File: src/rtl/hazard_ctrl_if.sv
// Hazard controller port bundle.
// master = pipeline side, slave = hazard_ctrl.
interface hazard_ctrl_if #(
  parameter int REG_ADDR_W = 4
);
  logic [REG_ADDR_W-1:0] id_rn_addr;
  logic [REG_ADDR_W-1:0] id_rm_addr;
  logic                  id_uses_rn;
  logic                  id_uses_rm;
  logic [REG_ADDR_W-1:0] ex_rd_addr;
  logic [REG_ADDR_W-1:0] mem_rd_addr;
  logic [REG_ADDR_W-1:0] wb_rd_addr;
  logic                  ex_reg_write;
  logic                  mem_reg_write;
  logic                  wb_reg_write;
  logic                  ex_mem_read;
  logic                  branch_taken;
  logic                  pc_enable;
  logic                  if_id_enable;
  logic                  if_id_flush;
  logic                  cu_mux_select;
  logic [1:0]            fwd_a_sel;
  logic [1:0]            fwd_b_sel;
  logic [1:0]            ctrl_state;

  modport master (
    output id_rn_addr, id_rm_addr,
    output id_uses_rn, id_uses_rm,
    output ex_rd_addr, mem_rd_addr,
    output wb_rd_addr,
    output ex_reg_write, mem_reg_write,
    output wb_reg_write,
    output ex_mem_read, branch_taken,
    input  pc_enable, if_id_enable,
    input  if_id_flush, cu_mux_select,
    input  fwd_a_sel, fwd_b_sel,
    input  ctrl_state
  );

  modport slave (
    input  id_rn_addr, id_rm_addr,
    input  id_uses_rn, id_uses_rm,
    input  ex_rd_addr, mem_rd_addr,
    input  wb_rd_addr,
    input  ex_reg_write, mem_reg_write,
    input  wb_reg_write,
    input  ex_mem_read, branch_taken,
    output pc_enable, if_id_enable,
    output if_id_flush, cu_mux_select,
    output fwd_a_sel, fwd_b_sel,
    output ctrl_state
  );
endinterface

File: src/rtl/hazard_ctrl.sv
// Pipeline hazard controller: stall/flush FSM and forwarding select.
// Define HAZARD_FORWARDING_EN to enable operand forwarding.
module hazard_ctrl #(
  parameter int                  REG_ADDR_W = 4,
  parameter logic [REG_ADDR_W-1:0] PC_REG   = 4'hF
) (
  input logic         clk,
  input logic         rst_n,
  hazard_ctrl_if.slave hz
);

  typedef enum logic [1:0] {
    RUN   = 2'b00,
    STALL = 2'b01,
    FLUSH = 2'b10
  } state_t;

  state_t     r_state;
  state_t     w_state_nxt;
  logic [1:0] r_cnt;
  logic [1:0] w_cnt_nxt;

  logic w_a_ex, w_a_mem, w_a_wb;
  logic w_b_ex, w_b_mem, w_b_wb;
  logic [1:0] w_n_a, w_n_b, w_n;
  logic [1:0] w_fwd_a, w_fwd_b;
  logic       w_hazard;

  logic       w_pc_en;
  logic       w_ifid_en;
  logic       w_flush;
  logic       w_cu_sel;
  logic [1:0] w_fa;
  logic [1:0] w_fb;

  function automatic logic dep(
    input logic                  uses,
    input logic                  wr,
    input logic [REG_ADDR_W-1:0] rd,
    input logic [REG_ADDR_W-1:0] src
  );
    return uses && wr && (rd == src) &&
           (src != PC_REG);
  endfunction

  function automatic logic [1:0] youngest(
    input logic ex,
    input logic mem,
    input logic wb
  );
    if (ex)       return 2'b01;
    else if (mem) return 2'b10;
    else if (wb)  return 2'b11;
    else          return 2'b00;
  endfunction

  assign w_a_ex  = dep(hz.id_uses_rn,
                       hz.ex_reg_write,
                       hz.ex_rd_addr,
                       hz.id_rn_addr);
  assign w_a_mem = dep(hz.id_uses_rn,
                       hz.mem_reg_write,
                       hz.mem_rd_addr,
                       hz.id_rn_addr);
  assign w_a_wb  = dep(hz.id_uses_rn,
                       hz.wb_reg_write,
                       hz.wb_rd_addr,
                       hz.id_rn_addr);
  assign w_b_ex  = dep(hz.id_uses_rm,
                       hz.ex_reg_write,
                       hz.ex_rd_addr,
                       hz.id_rm_addr);
  assign w_b_mem = dep(hz.id_uses_rm,
                       hz.mem_reg_write,
                       hz.mem_rd_addr,
                       hz.id_rm_addr);
  assign w_b_wb  = dep(hz.id_uses_rm,
                       hz.wb_reg_write,
                       hz.wb_rd_addr,
                       hz.id_rm_addr);

`ifdef HAZARD_FORWARDING_EN
  assign w_fwd_a = youngest(w_a_ex, w_a_mem, w_a_wb);
  assign w_fwd_b = youngest(w_b_ex, w_b_mem, w_b_wb);
  // Only a load in EX cannot be forwarded in time.
  assign w_n_a = (w_a_ex && hz.ex_mem_read) ? 2'd1 : 2'd0;
  assign w_n_b = (w_b_ex && hz.ex_mem_read) ? 2'd1 : 2'd0;
`else
  logic [1:0] w_yng_a, w_yng_b;
  logic       w_unused;

  assign w_unused = hz.ex_mem_read;
  assign w_fwd_a  = 2'b00;
  assign w_fwd_b  = 2'b00;
  assign w_yng_a  = youngest(w_a_ex, w_a_mem, w_a_wb);
  assign w_yng_b  = youngest(w_b_ex, w_b_mem, w_b_wb);
  // EX->3, MEM->2, WB->1 cycles until the value reaches the regfile.
  assign w_n_a = (w_yng_a == 2'b00) ? 2'd0
                                    : 2'd0 - w_yng_a;
  assign w_n_b = (w_yng_b == 2'b00) ? 2'd0
                                    : 2'd0 - w_yng_b;
`endif

  assign w_n      = (w_n_a > w_n_b) ? w_n_a : w_n_b;
  assign w_hazard = (w_n != 2'd0);

  always_ff @(posedge clk or negedge rst_n) begin
    if (!rst_n) begin
      r_state <= RUN;
      r_cnt   <= 2'd0;
    end else begin
      r_state <= w_state_nxt;
      r_cnt   <= w_cnt_nxt;
    end
  end

  always_comb begin
    w_state_nxt = r_state;
    w_cnt_nxt   = r_cnt;
    w_pc_en     = 1'b1;
    w_ifid_en   = 1'b1;
    w_flush     = 1'b0;
    w_cu_sel    = 1'b0;
    w_fa        = 2'b00;
    w_fb        = 2'b00;
    unique case (r_state)
      RUN: begin
        w_fa = w_fwd_a;
        w_fb = w_fwd_b;
        if (w_hazard) begin
          w_pc_en     = 1'b0;
          w_ifid_en   = 1'b0;
          w_cu_sel    = 1'b1;
          w_cnt_nxt   = w_n - 2'd1;
          w_state_nxt = (w_n > 2'd1) ? STALL : RUN;
        end else if (hz.branch_taken) begin
          w_flush     = 1'b1;
          w_state_nxt = FLUSH;
        end
      end
      STALL: begin
        w_pc_en   = 1'b0;
        w_ifid_en = 1'b0;
        w_cu_sel  = 1'b1;
        // Leave on the edge that brings the counter to zero.
        if (r_cnt <= 2'd1) begin
          w_cnt_nxt   = 2'd0;
          w_state_nxt = RUN;
        end else begin
          w_cnt_nxt = r_cnt - 2'd1;
        end
      end
      FLUSH: begin
        w_cu_sel    = 1'b1;
        w_state_nxt = RUN;
      end
      default: begin
        w_cnt_nxt   = 2'd0;
        w_state_nxt = RUN;
      end
    endcase
    if (!rst_n) begin
      w_pc_en   = 1'b0;
      w_ifid_en = 1'b0;
      w_flush   = 1'b1;
      w_cu_sel  = 1'b1;
      w_fa      = 2'b00;
      w_fb      = 2'b00;
    end
  end

  assign hz.pc_enable     = w_pc_en;
  assign hz.if_id_enable  = w_ifid_en;
  assign hz.if_id_flush   = w_flush;
  assign hz.cu_mux_select = w_cu_sel;
  assign hz.fwd_a_sel     = w_fa;
  assign hz.fwd_b_sel     = w_fb;
  assign hz.ctrl_state    = r_state;

endmodule

File: src/flat_wrapper.sv
// flat-port wrapper written by rule: the top's interface ports become plain ports
module hazard_ctrl_flat 
#(
  parameter int                  REG_ADDR_W = 4,
  parameter logic [REG_ADDR_W-1:0] PC_REG   = 4'hF
)
  (clk, rst_n, hz_id_rn_addr, hz_id_rm_addr, hz_id_uses_rn, hz_id_uses_rm, hz_ex_rd_addr, hz_mem_rd_addr, hz_wb_rd_addr, hz_ex_reg_write, hz_mem_reg_write, hz_wb_reg_write, hz_ex_mem_read, hz_branch_taken, hz_pc_enable, hz_if_id_enable, hz_if_id_flush, hz_cu_mux_select, hz_fwd_a_sel, hz_fwd_b_sel, hz_ctrl_state);
  hazard_ctrl_if #(.REG_ADDR_W(REG_ADDR_W)) hz_i ();
  input logic clk;
  input logic rst_n;
  input wire logic [$bits(hz_i.id_rn_addr)-1:0] hz_id_rn_addr;
  input wire logic [$bits(hz_i.id_rm_addr)-1:0] hz_id_rm_addr;
  input wire logic [$bits(hz_i.id_uses_rn)-1:0] hz_id_uses_rn;
  input wire logic [$bits(hz_i.id_uses_rm)-1:0] hz_id_uses_rm;
  input wire logic [$bits(hz_i.ex_rd_addr)-1:0] hz_ex_rd_addr;
  input wire logic [$bits(hz_i.mem_rd_addr)-1:0] hz_mem_rd_addr;
  input wire logic [$bits(hz_i.wb_rd_addr)-1:0] hz_wb_rd_addr;
  input wire logic [$bits(hz_i.ex_reg_write)-1:0] hz_ex_reg_write;
  input wire logic [$bits(hz_i.mem_reg_write)-1:0] hz_mem_reg_write;
  input wire logic [$bits(hz_i.wb_reg_write)-1:0] hz_wb_reg_write;
  input wire logic [$bits(hz_i.ex_mem_read)-1:0] hz_ex_mem_read;
  input wire logic [$bits(hz_i.branch_taken)-1:0] hz_branch_taken;
  output wire logic [$bits(hz_i.pc_enable)-1:0] hz_pc_enable;
  output wire logic [$bits(hz_i.if_id_enable)-1:0] hz_if_id_enable;
  output wire logic [$bits(hz_i.if_id_flush)-1:0] hz_if_id_flush;
  output wire logic [$bits(hz_i.cu_mux_select)-1:0] hz_cu_mux_select;
  output wire logic [$bits(hz_i.fwd_a_sel)-1:0] hz_fwd_a_sel;
  output wire logic [$bits(hz_i.fwd_b_sel)-1:0] hz_fwd_b_sel;
  output wire logic [$bits(hz_i.ctrl_state)-1:0] hz_ctrl_state;
  assign hz_i.id_rn_addr = hz_id_rn_addr;
  assign hz_i.id_rm_addr = hz_id_rm_addr;
  assign hz_i.id_uses_rn = hz_id_uses_rn;
  assign hz_i.id_uses_rm = hz_id_uses_rm;
  assign hz_i.ex_rd_addr = hz_ex_rd_addr;
  assign hz_i.mem_rd_addr = hz_mem_rd_addr;
  assign hz_i.wb_rd_addr = hz_wb_rd_addr;
  assign hz_i.ex_reg_write = hz_ex_reg_write;
  assign hz_i.mem_reg_write = hz_mem_reg_write;
  assign hz_i.wb_reg_write = hz_wb_reg_write;
  assign hz_i.ex_mem_read = hz_ex_mem_read;
  assign hz_i.branch_taken = hz_branch_taken;
  assign hz_pc_enable = hz_i.pc_enable;
  assign hz_if_id_enable = hz_i.if_id_enable;
  assign hz_if_id_flush = hz_i.if_id_flush;
  assign hz_cu_mux_select = hz_i.cu_mux_select;
  assign hz_fwd_a_sel = hz_i.fwd_a_sel;
  assign hz_fwd_b_sel = hz_i.fwd_b_sel;
  assign hz_ctrl_state = hz_i.ctrl_state;
  hazard_ctrl #(.REG_ADDR_W(REG_ADDR_W), .PC_REG(PC_REG)) u_core (.clk(clk), .rst_n(rst_n), .hz(hz_i));
endmodule
File: config.mk
export PLATFORM = sky130hd
export DESIGN_NAME = hazard_ctrl_flat
export DESIGN_NICKNAME = d
export VERILOG_FILES = /design/src/rtl/hazard_ctrl_if.sv /design/src/rtl/hazard_ctrl.sv /design/src/flat_wrapper.sv
export SDC_FILE = /design/constraint.sdc
export NUM_CORES = 1
export LEC_CHECK = 0
export ABC_AREA = 0
export BUFFER_PORTS_ARGS = -buffer_cell sky130_fd_sc_hd__buf_2
export CAP_MARGIN = 20
export CORE_MARGIN = 2
export CORE_UTILIZATION = 36
export DETAILED_ROUTE_END_ITERATION = 10
export SLEW_MARGIN = 25
export SYNTH_ARGS = -nofsm -noshare
export SYNTH_HDL_FRONTEND = slang
export SYNTH_SLANG_ARGS = --single-unit
File: constraint.sdc
create_clock -name clk -period 4.9 [get_ports clk]
set_input_delay 0 -clock clk [delete_from_list [all_inputs] [get_ports clk]]
set_output_delay 0 -clock clk [all_outputs]
set_load 0.02 [all_outputs]
# == Word level (Yosys, flattened, before mapping) ==
# Cells that the tools add are included.
# totals
regBits,4
inputBits,29
out_inout_bits,10
# classes
addsub,4
magnitude_cmp,3
n_eq_ne,13
mux,27
bitwise_logic,1
n_reduce_logical,25
# ops
cell,n
$mux W2,14
$eq A4 B4 Y1,6
$logic_and A1 B1 Y1,18
$mux W1,9
$ne A4 B4 Y1 const B,2
$logic_not A2 Y1,3
$pmux W2 S3,1
$ne A2 B1 Y1 const B,2
$pmux W1 S2,2
$pmux W2 S2,1
$reduce_and A2 Y1,2
$sub A1 B2 Y2 const A,2
$sub A2 B1 Y2 const B,2
$ne A3 B2 Y1 const B,1
$eq A2 B1 Y1 const B,1
$eq A2 B2 Y1 const B,1
$gt A2 B1 Y1 const B,1
$gt A2 B2 Y1,1
$le A2 B1 Y1 const B,1
$reduce_bool A2 Y1,1
$reduce_or A2 Y1,1
$not A1 Y1,1

# == Logic depth before layout (Yosys ltp) ==
# Gate-level depths: netlist (run 1).
# depth
word_depth,14
ltp_mapped,16
ltp_nobuf,16

# == Worst setup path before layout (run 1) ==
# No wires, ideal clock.
# synth_path
path_kind,input-to-reg
startpoint,input port hz_mem_rd_addr[2]
endpoint,register u_core.r_cnt[0]
setup_ns,0.065
arrival_time_ns,2.404
required_time_ns,4.835
path_slack_ns,2.431
cell_stages,13
n_path_buf,0
cell_sequence,xor2_1 > nor4_2 > o21ai_0 > ha_1 > o22ai_1 > a21o_1 > o21ai_2 > ha_1 > inv_1 > nor2_1 > or4_1 > nand2_1 > a31o_1
# synth_between
elab_chain_cells,12
word_cells_on_any_way,24
cone_classes,3 x add/sub; 1 x order compare; 3 x eq/ne; 9 x mux; 8 x reduce/logical
# synth_rtl
item,line,source
start: declaration,flat_wrapper.sv:16,input wire logic [$bits(hz_i.mem_rd_addr)-1:0] hz_mem_rd_addr;
$eq A4 B4 Y1,hazard_ctrl.sv:42,return uses && wr && (rd == src) &&
$logic_and A1 B1 Y1 (2 in a row),hazard_ctrl.sv:42,
$mux W2,hazard_ctrl.sv:52,else if (mem) return 2'b10;
$mux W2,hazard_ctrl.sv:51,if (ex) return 2'b01;
"$sub A1 B2 Y2, or another cell as far along",hazard_ctrl.sv:99,: 2'd0 - w_yng_a;
$mux W2 (on tied branches),"hazard_ctrl.sv:98, hazard_ctrl.sv:100",
$gt A2 B2 Y1,hazard_ctrl.sv:104,assign w_n = (w_n_a > w_n_b) ? w_n_a : w_n_b;
$mux W2 *,hazard_ctrl.sv:104,
$sub A2 B1 Y2 / $reduce_bool A2 Y1 (equally long branches),"hazard_ctrl.sv:134, hazard_ctrl.sv:105",
$mux W2 / $ne A2 B1 Y1 (equally long branches),--,
$pmux W2 S3 / $reduce_and A2 Y1 (equally long branches),--,
end signal: assignment,hazard_ctrl.sv:113,r_cnt <= w_cnt_nxt;
end: declaration,hazard_ctrl.sv:20,logic [1:0] r_cnt;
# Mark *: on every way between the ends. The rest lies on a longest branch, timed or not. The select of a mux whose other input is x is not followed.
# A chain may end at the register's enable or synchronous reset.

# == Worst setup path after layout (run 1) ==
# layout_path
startpoint,input port hz_id_rm_addr[2]
endpoint,output port hz_if_id_enable
# layout_between
elab_chain_cells,14
word_cells_on_any_way,22
cone_classes,1 x add/sub; 1 x order compare; 4 x eq/ne; 8 x mux; 8 x reduce/logical
# layout_rtl
item,line,source
start: declaration,flat_wrapper.sv:12,input wire logic [$bits(hz_i.id_rm_addr)-1:0] hz_id_rm_addr;
$eq A4 B4 Y1,hazard_ctrl.sv:42,
$logic_and A1 B1 Y1 (2 in a row),hazard_ctrl.sv:42,
$mux W2,hazard_ctrl.sv:53,else if (wb) return 2'b11;
$mux W2,hazard_ctrl.sv:52,
$mux W2 *,hazard_ctrl.sv:51,
$sub A1 B2 Y2 / $logic_not A2 Y1 (equally long branches),"hazard_ctrl.sv:101, hazard_ctrl.sv:100",
$mux W2 *,hazard_ctrl.sv:100,assign w_n_b = (w_yng_b == 2'b00) ? 2'd0
$gt A2 B2 Y1,hazard_ctrl.sv:104,
$mux W2 *,hazard_ctrl.sv:104,
$reduce_bool A2 Y1 *,hazard_ctrl.sv:105,assign w_hazard = (w_n != 2'd0);
$mux W1 *,hazard_ctrl.sv:130,if (w_hazard) begin
$pmux W1 S2 *,hazard_ctrl.sv:126,unique case (r_state)
$mux W1 *,hazard_ctrl.sv:162,if (!rst_n) begin
end: declaration,flat_wrapper.sv:24,output wire logic [$bits(hz_i.if_id_enable)-1:0] hz_if_id_enable;
# Mark *: on every way between the ends. The rest lies on a longest branch, timed or not.

==> results.md, run 1 <==
* NetSw at 0.000122 W
* IO buf count at 33
* Drt total wl at 1840 µm
* Final Hold Fails at 0
* DR WL met2 at approximately 940 µm
* DRT met1 WL at 760 µm
* TritonCTS Buffers at 3
* Synth top area share at 16.3%
* Main flop type after synthesis: dfrtp_1
* Placer Congestion at roughly 0.74
* DIE HEIGHT at 51.4 µm
* Pin count of the biggest net entering global routing at 8
* Synth area leaders: xor2_1, ha_1, dfrtp_1
* Vias per Instance at 4.92
* Initial core utilization at 37.3%
* CTS clk-pin slew, worst paths at 0.04 ns
* RSZ-0062 raised after global routing: false
* Synth Cell Area at 808 µm²
* Htree depth at 1
* Pwr/cell area at 253 mW/mm²
* Skew-Pair Late Insertion Delay at 0.24 ns
* Period utilisation layout at around 56%
* Post-CTS Setup Bufs at 0
* Crit path launch type: input port
* WP buf/inv at 3
* Worst vdd ir at 0.140 mV
* Synth Warn # at 0
* Final Slew Violations at 0
* Layout Area Growth over Synthesis at 25.5%
* Via Count at 802
* Crit path time final at 2.76 ns
* CP Max Fanout at 5
* Ant diodes at 0
* Clock tree buffer depth at 2
* CTS Root Cell: clkbuf_4
* Vias in the first global route at 794
* Yosys cell types at 29
* EDFF count, synth at 0
* Core area at 0.00217 mm²
* Gr usage total at 15.9%
* # DRC at 0
* HP Class: in -> reg
* Hold Crit Start: hz_branch_taken
* Fraction of layout cells with a size suffix above 1 at about a third
* Total power at approximately 0.00026 W
* Register area at ~100 µm²
* CP max stage cell: nor4_2
* First-pass GRT wire length at 3220 µm
* Count leader, synth: xor2_1
* Post-synthesis sequential area ratio at approximately an eighth
* Drt pass-1 iters at 4
* Leak at 0.505 nW
* Final setup TNS at 0 ns
* Antenna violation net count after detailed routing at 0
* Gate power share at 62.8%
* DP HPWL at 1670 µm
* Die area at around 0.0026 mm²
* Reg2reg start: u_core.hz.ctrl_state[1]
* Fill cells at 237
* Worst-path cell chain: buf_2 -> xor2_1 -> nor4_2 -> o21ai_0 -> ha_1 -> nor2_1 -> o22ai_1 -> a21o_1 -> o21ai_2 -> ha_1 -> inv_1 -> nor2_1 -> o21a_1 -> buf_2
* Switching share of total power at 47.3%
* Wire length on met3 at ~150 µm
* Reg power frac at 20.9%
* Syn avg cell area at ~8 µm²
* Die Wd at ~50 µm
* Max Fclk at 0.362 GHz
* Fin nets at 175
* Worst setup path category: in -> out
* Arrival time at the worst endpoint at approximately 2.8 ns
* Post-synth top area cell: xor2_1
* CTS sink cnt at 4
* Layout Skew at 0.00795 ns
* Iter 0 DRT Violations at 3
* Top post-synthesis cells by count: xor2_1, ha_1, inv_1, xnor2_1, nand2_1
* CTS tree: yes
* Max cap viols at 0
* CP endpoint kind: output pin
* Initial antenna violation count at 0
* Crit-path max cell delay at 0.43 ns
* Final hold slack at roughly 0.07 ns
* Clock Power Share at 16.3%
* Placed cell count at 159
* Synthesized flop and latch total at 4
* Top sig layer: met3
* Internal power at 0.000135 W
* Wire length per cell at roughly 11 µm
* Status: completed
* Layout Cells excl Fill at approximately 160
* Multi-input logic area at 648 µm²
* Post-Synthesis Cells at 100
* FP Rows at 17
* CP startpoint: hz_id_rm_addr[2]
* Remaining global-route overflow at 0
* Cell family contributing the most delay on the critical path: compound AO/OA/AOI/OAI gates
* Ports at 39
* Async set-or-reset flop fraction in the synthesized netlist at 100%
* Worst Path Required at between 4 and 5 ns
* Final setup fails at 0
## final timing paths
check,slack [ns],endpoint,depth (start not counted)
min reg2reg,0.54,u_core.r_cnt[1],2
max reg2reg,3.19,u_core.r_cnt[0],7
max in group asynchronous,4.64,u_core.r_cnt[0],2
max,2.14,hz_if_id_enable,14
min in group asynchronous,0.11,u_core.hz.ctrl_state[1],2
min,0.07,u_core.hz.ctrl_state[1],3
## cell type report
| type | count | area share (%) |
|---|---|---|
| clock buffer | 3 | 2.22 |
| inverter | 9 | 3.33 |
| multi-input combinational | 85 | 63.9 |
| sequential | 4 | 9.86 |
| tap | 28 | 3.45 |
| timing repair buffer | 34 | 17.3 |
## power by group through the flow
stage	logic, W	clock network (W)	registers, W
after floorplan	0.000113	0	0.0000572
after global placement	0.000159	0	0.0000539
after global routing	0.000182	0.0000450	0.0000554
after detailed placement	0.000161	0	0.0000543
final	0.000161	0.0000419	0.0000537
after CTS	0.000162	0.0000438	0.0000539
## timing repair
item | in CTS | in global routing
endpoints found under the hold margin | 4 | 0
gates resized for setup | 0 | 0
hold buffers | 1 | 0
## worst reg2reg max path, delay by kind of cell, from the launching register on
family,cells,cell delay (ns)
flops,1,0.42
buf+inv,2,0.23
simple gates,3,0.64
compound gates,1,0.08
fa+ha+maj,1,0.25
## cell families (layout without fill, tap and decap cells)
family | count (synthesis) | after routing | share of synthesized area (%)
compound gates | 23 | 23 | 18.9
xor+xnor | 24 | 24 | 26.0
fa+ha+maj | 9 | 9 | 13.9
buf+inv | 14 | 46 | 8.82
flops | 4 | 4 | 12.4
other cells | 1 | 4 | 0.464
simple gates | 25 | 25 | 19.5
## flip-flops by register name, summed over array words and instances, names as in the netlist
signal                count
u_core.hz.ctrl_state      2
u_core.r_cnt              2
## through the flow
step	util [%]	area (µm²)	worst slack, ns
2_1_floorplan	-	820	2.43
3_3_place_gp	45.3	982	2.00
3_5_place_dp	45.3	982	1.97
4_1_cts	46.8	1010	2.12
5_1_grt	46.8	1010	1.85
6_report	46.8	1010	2.14
## metal layers
metal | GRT usage, % | vias to the layer above
met5 | 0 | -
met4 | 5.26 | 0
met3 | 2.34 | 0
met2 | 30.8 | 34
met1 | 17.4 | 358
li1 | - | 410
## cells in the final DEF, fill, tap and decap left out, drive strengths merged, types with 2 or more instances in the layout
master	instances
a21oi	6
clkbuf	3
dfrtp	4
nand3	2
o21ai	7
xor2	15
buf	33
nand2	8
a41oi	2
nor2	4
ha	9
nor4	3
conb	4
nor3	4
nand4	2
o22ai	2
inv	9
xnor2	9
(Power assumes the default switching activity.)
==> run 2, diff against run 1 <==
clock period = 2.6 ns   (was 4.9 ns; I/O delays follow)
==> run 2 against run 1 <==
Critical endpoint is now hz_pc_enable. Via count increased by 6.5%. Largest cell class unchanged. Non-clock buffer count increased by 11. Core utilization increased by 6.5 points. Final cell count up 6.7%. Setup slack got worse by 2.0 ns. Final area grew 14%.
==> results.md, run 2 (synthesized netlist as in run 1, its figures left out) <==
* Cell family contributing the most delay on the critical path: compound AO/OA/AOI/OAI gates (unchanged)
* R2r worst-path depth at 7 (unchanged)
* Status: completed (unchanged)
* Worst setup path category: in -> out (unchanged)
* Switching share of total power at 45.7% (was 47.3%)
* Ports at 39 (unchanged)
* Clock Power Share at 13.8% (was 16.3%)
* Arrival time at the worst endpoint at 2.41 ns (was 2.76 ns)
* Fraction of layout cells with a size suffix above 1 at 43.2% (was 31.9%)
* Max cap viols at 0 (unchanged)
* DIE HEIGHT at 51.4 µm (unchanged)
* Die area at 0.00264 mm² (unchanged)
* Worst vdd ir at 0.285 mV (was 0.140 mV)
* Final WS setup at 0.185 ns (was 2.14 ns)
* Layout Area Growth over Synthesis at 43.0% (was 25.5%)
* Vias per Instance at 4.91 (was 4.92)
* Crit-path max cell delay at 0.36 ns (was 0.43 ns)
* Drt pass-1 iters at 5 (was 4)
* CP endpoint kind: output pin (unchanged)
* Initial core utilization at 37.3% (unchanged)
* Gate power share at 67.5% (was 62.8%)
* Skew-Pair Late Insertion Delay at 0.23 ns (was 0.24 ns)
* Internal power at 0.000294 W (was 0.000135 W)
* Antenna violation net count after detailed routing at 0 (unchanged)
* Reg2reg end: u_core.r_cnt[0] (unchanged)
* Worst Path Required at 2.60 ns (was 4.90 ns)
* Reg2reg start: u_core.hz.ctrl_state[1] (unchanged)
* CP max stage cell: nor4_4 (was nor4_2)
* Setup slack, reg-to-reg at 0.93 ns (was 3.19 ns)
* Clock tree buffer depth at 2 (unchanged)
* Vias in the first global route at 859 (was 794)
* Drt total wl at 1970 µm (was 1840 µm)
* DP HPWL at 1690 µm (was 1670 µm)
* Placer Congestion at 0.747 (was 0.736)
* Initial antenna violation count at 0 (unchanged)
* Commonest non-fill, non-tap cell in the layout: buf_2 (unchanged)
* Crit path launch type: input port (unchanged)
* Leak at 0.568 nW (was 0.505 nW)
* Htree depth at 1 (unchanged)
* CTS tree: yes (unchanged)
* Final setup TNS at 0 ns (unchanged)
* Multi-input logic area at 702 µm² (was 648 µm²)
* # DRC at 0 (unchanged)
* Worst-path cell chain: buf_2 -> buf_4 -> xor2_1 -> nor4_4 -> o21ai_2 -> ha_1 -> nor2_1 -> o22ai_1 -> a21o_1 -> o21ai_2 -> ha_2 -> inv_1 -> nor2_2 -> buf_4 -> o21a_1 -> buf_4 (was buf_2 -> xor2_1 -> nor4_2 -> o21ai_0 -> ha_1 -> nor2_1 -> o22ai_1 -> a21o_1 -> o21ai_2 -> ha_1 -> inv_1 -> nor2_1 -> o21a_1 -> buf_2)
* Crit path time final at 2.41 ns
* Wire length per cell at 11.3 µm (about the same)
* Pin count of the biggest net entering global routing at 8 (unchanged)
* IO buf count at 33 (unchanged)
* Remaining global-route overflow at 0 (unchanged)
* Iter 0 DRT Violations at 2 (was 3)
* Final Slew Violations at 0 (unchanged)
* Dpl cell area at 0.00106 mm² (was 982 µm²)
* NetSw at 0.000248 W (was 0.000122 W)
* FP Rows at 17 (unchanged)
* Core area at 0.00217 mm² (unchanged)
* CTS sink cnt at 4 (unchanged)
* Period utilisation layout at 92.9%
* CTS clk-pin slew, worst paths at 0.04 ns (about the same)
* Total power at 0.000541 W (was 0.000257 W)
* Reg power frac at 18.8% (was 20.9%)
* Crit-path most repeated cell: buf_4
* Pwr/cell area at 468 mW/mm² (was 253 mW/mm²)
* Worst Setup EP: hz_pc_enable (was hz_if_id_enable)
* Final setup fails at 0 (unchanged)
* Fill cells at 216 (was 237)
* Layout Skew at 0.000603 ns (was 0.00795 ns)
* Register area at 100 µm² (unchanged)
* First-pass GRT wire length at 3330 µm (was 3220 µm)
* Fin area at 0.00116 mm² (was 0.00101 mm²)
* Most frequent cells in the layout: buf_2, xor2_1, buf_4 (was buf_2, xor2_1, inv_1, xnor2_1, ha_1)
* Critical path depth at 16 (was 14)
* CTS Root Cell: clkbuf_4 (unchanged)
* HP Class: in -> reg (unchanged)
* CP Max Fanout at 3 (was 5)
* Final Hold Fails at 0 (unchanged)
* Ant diodes at 0 (unchanged)
* Max Fclk at about 0.41 GHz
* Gr usage total at 16.1% (was 15.9%)
* Via Count at 854 (was 802)
* Die Wd at 51.4 µm (unchanged)
* Fin nets at 186 (was 175)
* Worst slack, placed at -0.0265 ns (was 1.97 ns)
* CP startpoint: hz_ex_rd_addr[2] (was hz_id_rm_addr[2])
* WP buf/inv at 5 (was 3)
* TritonCTS Buffers at 3 (unchanged)
==> run 2: cell count changes in the layout (fill, tap and decap cells not counted), moves of 2 or more <==
| cell | previous run | this run |
|---|---|---|
| buf_4 | 0 | 13 |
| buf_2 | 33 | 31 |
| a21oi_2 | 0 | 2 |
| a21oi_1 | 6 | 4 |
==> run 2: area by class of cell <==
type	instances	share of cell area, %
clock buffers	3	1.95
multi-input cells	85	60.7
repair buffers	45	22.7
inverters	9	2.92
well taps	28	3.03
flip-flops and latches	4	8.66
==> run 2: worst reg2reg max path, delay by kind of cell (launching register included) <==
| family | cells | cell delay [ns] |
|---|---|---|
| simple gates | 3 | 0.61 |
| flops | 1 | 0.41 |
| fa+ha+maj | 1 | 0.26 |
| buf+inv | 2 | 0.25 |
| compound gates | 1 | 0.09 |
==> run 2: how the worst min path moves through the flow <==
stage                          startpoint                       to  slack [ns]  cells after the start
after floorplan                     rst_n  u_core.hz.ctrl_state[0]       -0.30                      0
after global placement              rst_n          u_core.r_cnt[0]       -0.18                      1
after detailed placement            rst_n          u_core.r_cnt[1]       -0.18                      1
after CTS                 hz_branch_taken  u_core.hz.ctrl_state[1]        0.09                      3
after global routing                rst_n          u_core.r_cnt[1]        0.13                      2
final                     hz_branch_taken  u_core.hz.ctrl_state[1]        0.11                      3
==> run 2: power groups by stage <==
stage | registers [W] | clock network [W] | logic, W
floorplan | 0.000108 | 0 | 0.000212
global placement | 0.000102 | 0 | 0.000329
detailed placement | 0.000101 | 0 | 0.000334
CTS | 0.000101 | 0.0000782 | 0.000336
global route | 0.000105 | 0.0000859 | 0.000404
finish | 0.000102 | 0.0000745 | 0.000365
==> run 2: stage by stage <==
| step | utilization (%) | hold WS [ns] | instances |
|---|---|---|---|
| after CTS | 50.6 | 0.0945 | 174 |
| after global placement | 49.1 | -0.179 | 170 |
| final | 53.3 | 0.114 | 174 |
| after global routing | 53.3 | 0.132 | 174 |
| after detailed placement | 49.1 | -0.176 | 170 |
| after floorplan | - | -0.296 | 103 |
==> run 2: per-layer routing <==
| metal | GRT usage [%] | vias to the layer above | wire, µm |
|---|---|---|---|
| li1 | - | 436 | - |
| met1 | 17.5 | 382 | 817 |
| met2 | 30.8 | 34 | 1020 |
| met3 | 1.75 | 2 | 114 |
| met4 | 7.02 | 0 | 22 |
| met5 | 0 | - | 0 |
==> run 2: repair_timing <==
item | CTS | global route
hold endpoints to repair | 4 | 0
hold buffers | 1 | 0
gates resized for setup | 0 | 14
setup buffers | 0 | 0
endpoints found under the setup margin | 0 | 4
==> run 3, diff against run 2 <==
PLACE_DENSITY = 0.69   (was default)
==> run 3 against run 2 <==
Final cell count fell by 1.7%. First-iteration DRC count increased to 4.5 times the previous value. Wire length shrank 4.6%. Maximum frequency is 0.24% higher. Register-to-register slack improved by 0.03 ns. Total power fell by 5.7%. Core utilization decreased by 2.8 points. Critical path type unchanged. Via count shrank 0.59%. Final area decreased by 5.2%. Clock power is essentially flat. Largest cell class unchanged. Global-route usage is 1.3 points lower.
==> results.md, run 3 (synthesized netlist as in run 1, its figures left out) <==
* Max cap viols at 0 (unchanged)
* Leak at 0.546 nW (was 0.568 nW)
* Wire length per cell at 11.0 µm (was 11.3 µm)
* Clock tree buffer depth at 2 (unchanged)
* Pin count of the biggest net entering global routing at 8 (unchanged)
* Crit path launch type: input port (unchanged)
* Iter 0 DRT Violations at 9 (was 2)
* Final WS setup at 0.191 ns (was 0.185 ns)
* Hold Path End: u_core.hz.ctrl_state[1] (unchanged)
* Final setup TNS at 0 ns (unchanged)
* Drt total wl at 1880 µm (was 1970 µm)
* Ant diodes at 0 (unchanged)
* Fraction of layout cells with a size suffix above 1 at 37.1% (was 43.2%)
* Via Count at 849 (was 854)
* Core area at 0.00217 mm² (unchanged)
* IO buf count at 33 (unchanged)
* Worst slack, placed at -0.0266 ns (was -0.0265 ns)
* Pwr/cell area at 466 mW/mm² (was 468 mW/mm²)
* Gr usage total at 14.8% (was 16.1%)
* CTS Root Cell: clkbuf_4 (unchanged)
* CP Max Fanout at 4 (was 3)
* Htree depth at 1 (unchanged)
* Skew-Pair Late Insertion Delay at 0.23 ns (about the same)
* R2r worst-path depth at 7 (unchanged)
* Hold Crit Start: hz_branch_taken (unchanged)
* CP startpoint: hz_id_rn_addr[2] (was hz_ex_rd_addr[2])
* Antenna violation net count after detailed routing at 0 (unchanged)
* Drt pass-1 iters at 4 (was 5)
* Vias in the first global route at 743 (was 859)
* Die area at 0.00264 mm² (unchanged)
* # DRC at 0 (unchanged)
* Initial antenna violation count at 0 (unchanged)
* CP endpoint kind: output pin (unchanged)
* Most frequent cells in the layout: buf_2, xor2_1, inv_1, xnor2_1, ha_1 (was buf_2, xor2_1, buf_4)
* DIE HEIGHT at 51.4 µm (unchanged)
* Layout Cells excl Fill at 171 (was 174)
* First-pass GRT wire length at 3080 µm (was 3330 µm)
* Final hold slack at 0.102 ns (was 0.114 ns)
* CTS sink cnt at 4 (unchanged)
* CTS clk-pin slew, worst paths at 0.03 ns (was 0.04 ns)
* Crit path time final at 2.41 ns (about the same)
* Die Wd at 51.4 µm (unchanged)
* Hold Path Depth at 3 (unchanged)
* CTS tree: yes (unchanged)
* Layout Area Growth over Synthesis at 35.6% (was 43.0%)
* Layout Skew at 0.00230 ns (was 0.000603 ns)
* Worst vdd ir at 0.236 mV (was 0.285 mV)
* Vias per Instance at 4.96 (was 4.91)
* Placed cell count at 167 (was 170)
* Reg2reg start: u_core.hz.ctrl_state[0] (was u_core.hz.ctrl_state[1])
* Fin nets at 183 (was 186)
* Final Slew Violations at 0 (unchanged)
* Reg2reg end: u_core.r_cnt[0] (unchanged)
* Placer Congestion at 0.804 (was 0.747)
* Final setup fails at 0 (unchanged)
* Max Fclk at 0.415 GHz (was 0.414 GHz)
* Initial core utilization at 37.3% (unchanged)
* Final Hold Fails at 0 (unchanged)
* Worst setup path category: in -> out (unchanged)
* RSZ-0062 raised after global routing: false
* Status: completed (unchanged)
* TritonCTS Buffers at 3 (unchanged)
* Ports at 39 (unchanged)
* HP Class: in -> reg (unchanged)
* FP Rows at 17 (unchanged)
* Period utilisation layout at 92.7% (was 92.9%)
* Worst Path Required at 2.60 ns (about the same)
* Commonest non-fill, non-tap cell in the layout: buf_2 (unchanged)
* Remaining global-route overflow at 0 (unchanged)
* Setup slack, reg-to-reg at 0.96 ns (was 0.93 ns)
* Arrival time at the worst endpoint at 2.41 ns (about the same)
==> run 3: cell type report <==
class	count	area [µm²]
multi-input combinational	85	669
clock buffer	3	22.5
inverter	9	33.8
tap	28	35.0
sequential	4	100
timing repair buffer	42	235
fill	221	1070
==> run 3: metrics by stage <==
| step | power, W | cell area, µm² | util [%] |
|---|---|---|---|
| floorplan | 0.000320 | 820 | - |
| global placement | 0.000421 | 1040 | 48.0 |
| detailed placement | 0.000432 | 1040 | 48.0 |
| CTS | 0.000510 | 1070 | 49.5 |
| global route | 0.000558 | 1100 | 50.5 |
| finish | 0.000511 | 1100 | 50.5 |
==> run 3: worst max-delay path by stage <==
stage	depth (start not counted)	slack [ns]	endpoint
after CTS	16	0.14	hz_pc_enable
after global routing	16	0.01	hz_if_id_enable
after global placement	15	0.04	u_core.r_cnt[0]
final	15	0.19	hz_pc_enable
after detailed placement	15	-0.03	u_core.r_cnt[0]
after floorplan	13	0.13	u_core.r_cnt[0]
==> run 3: metal layers <==
metal	GRT usage, %	part of all wire, %
met2	29.5	53
met1	17.1	39
met3	0	5.8
met4	3.95	1.3
met5	0	0
==> run 3: timing repair <==
item / 4_1_cts / 5_1_grt
hold endpoints to repair: 4 / 0
gates resized for setup: 0 / 4
hold buffers: 1 / 0
setup buffers: 0 / 0
setup endpoints to repair: 0 / 5
==> run 3: report_power, final <==
group | internal [W] | switching, W
logic | 0.000143 | 0.000193
registers | 0.0000822 | 0.0000184
clock network | 0.0000514 | 0.0000229
==> run 3: worst max-delay path: stages <==
cell and delay, ns:
buf_2 0.14, xor2_1 0.19, nor4_4 0.34, o21ai_1 0.14, ha_1 0.31, nor2_1 0.10, o22ai_1 0.09, a21o_1 0.17
o21ai_2 0.14, ha_1 0.19, inv_1 0.06, nor2_1 0.11, buf_4 0.14, o21a_1 0.12, buf_2 0.16
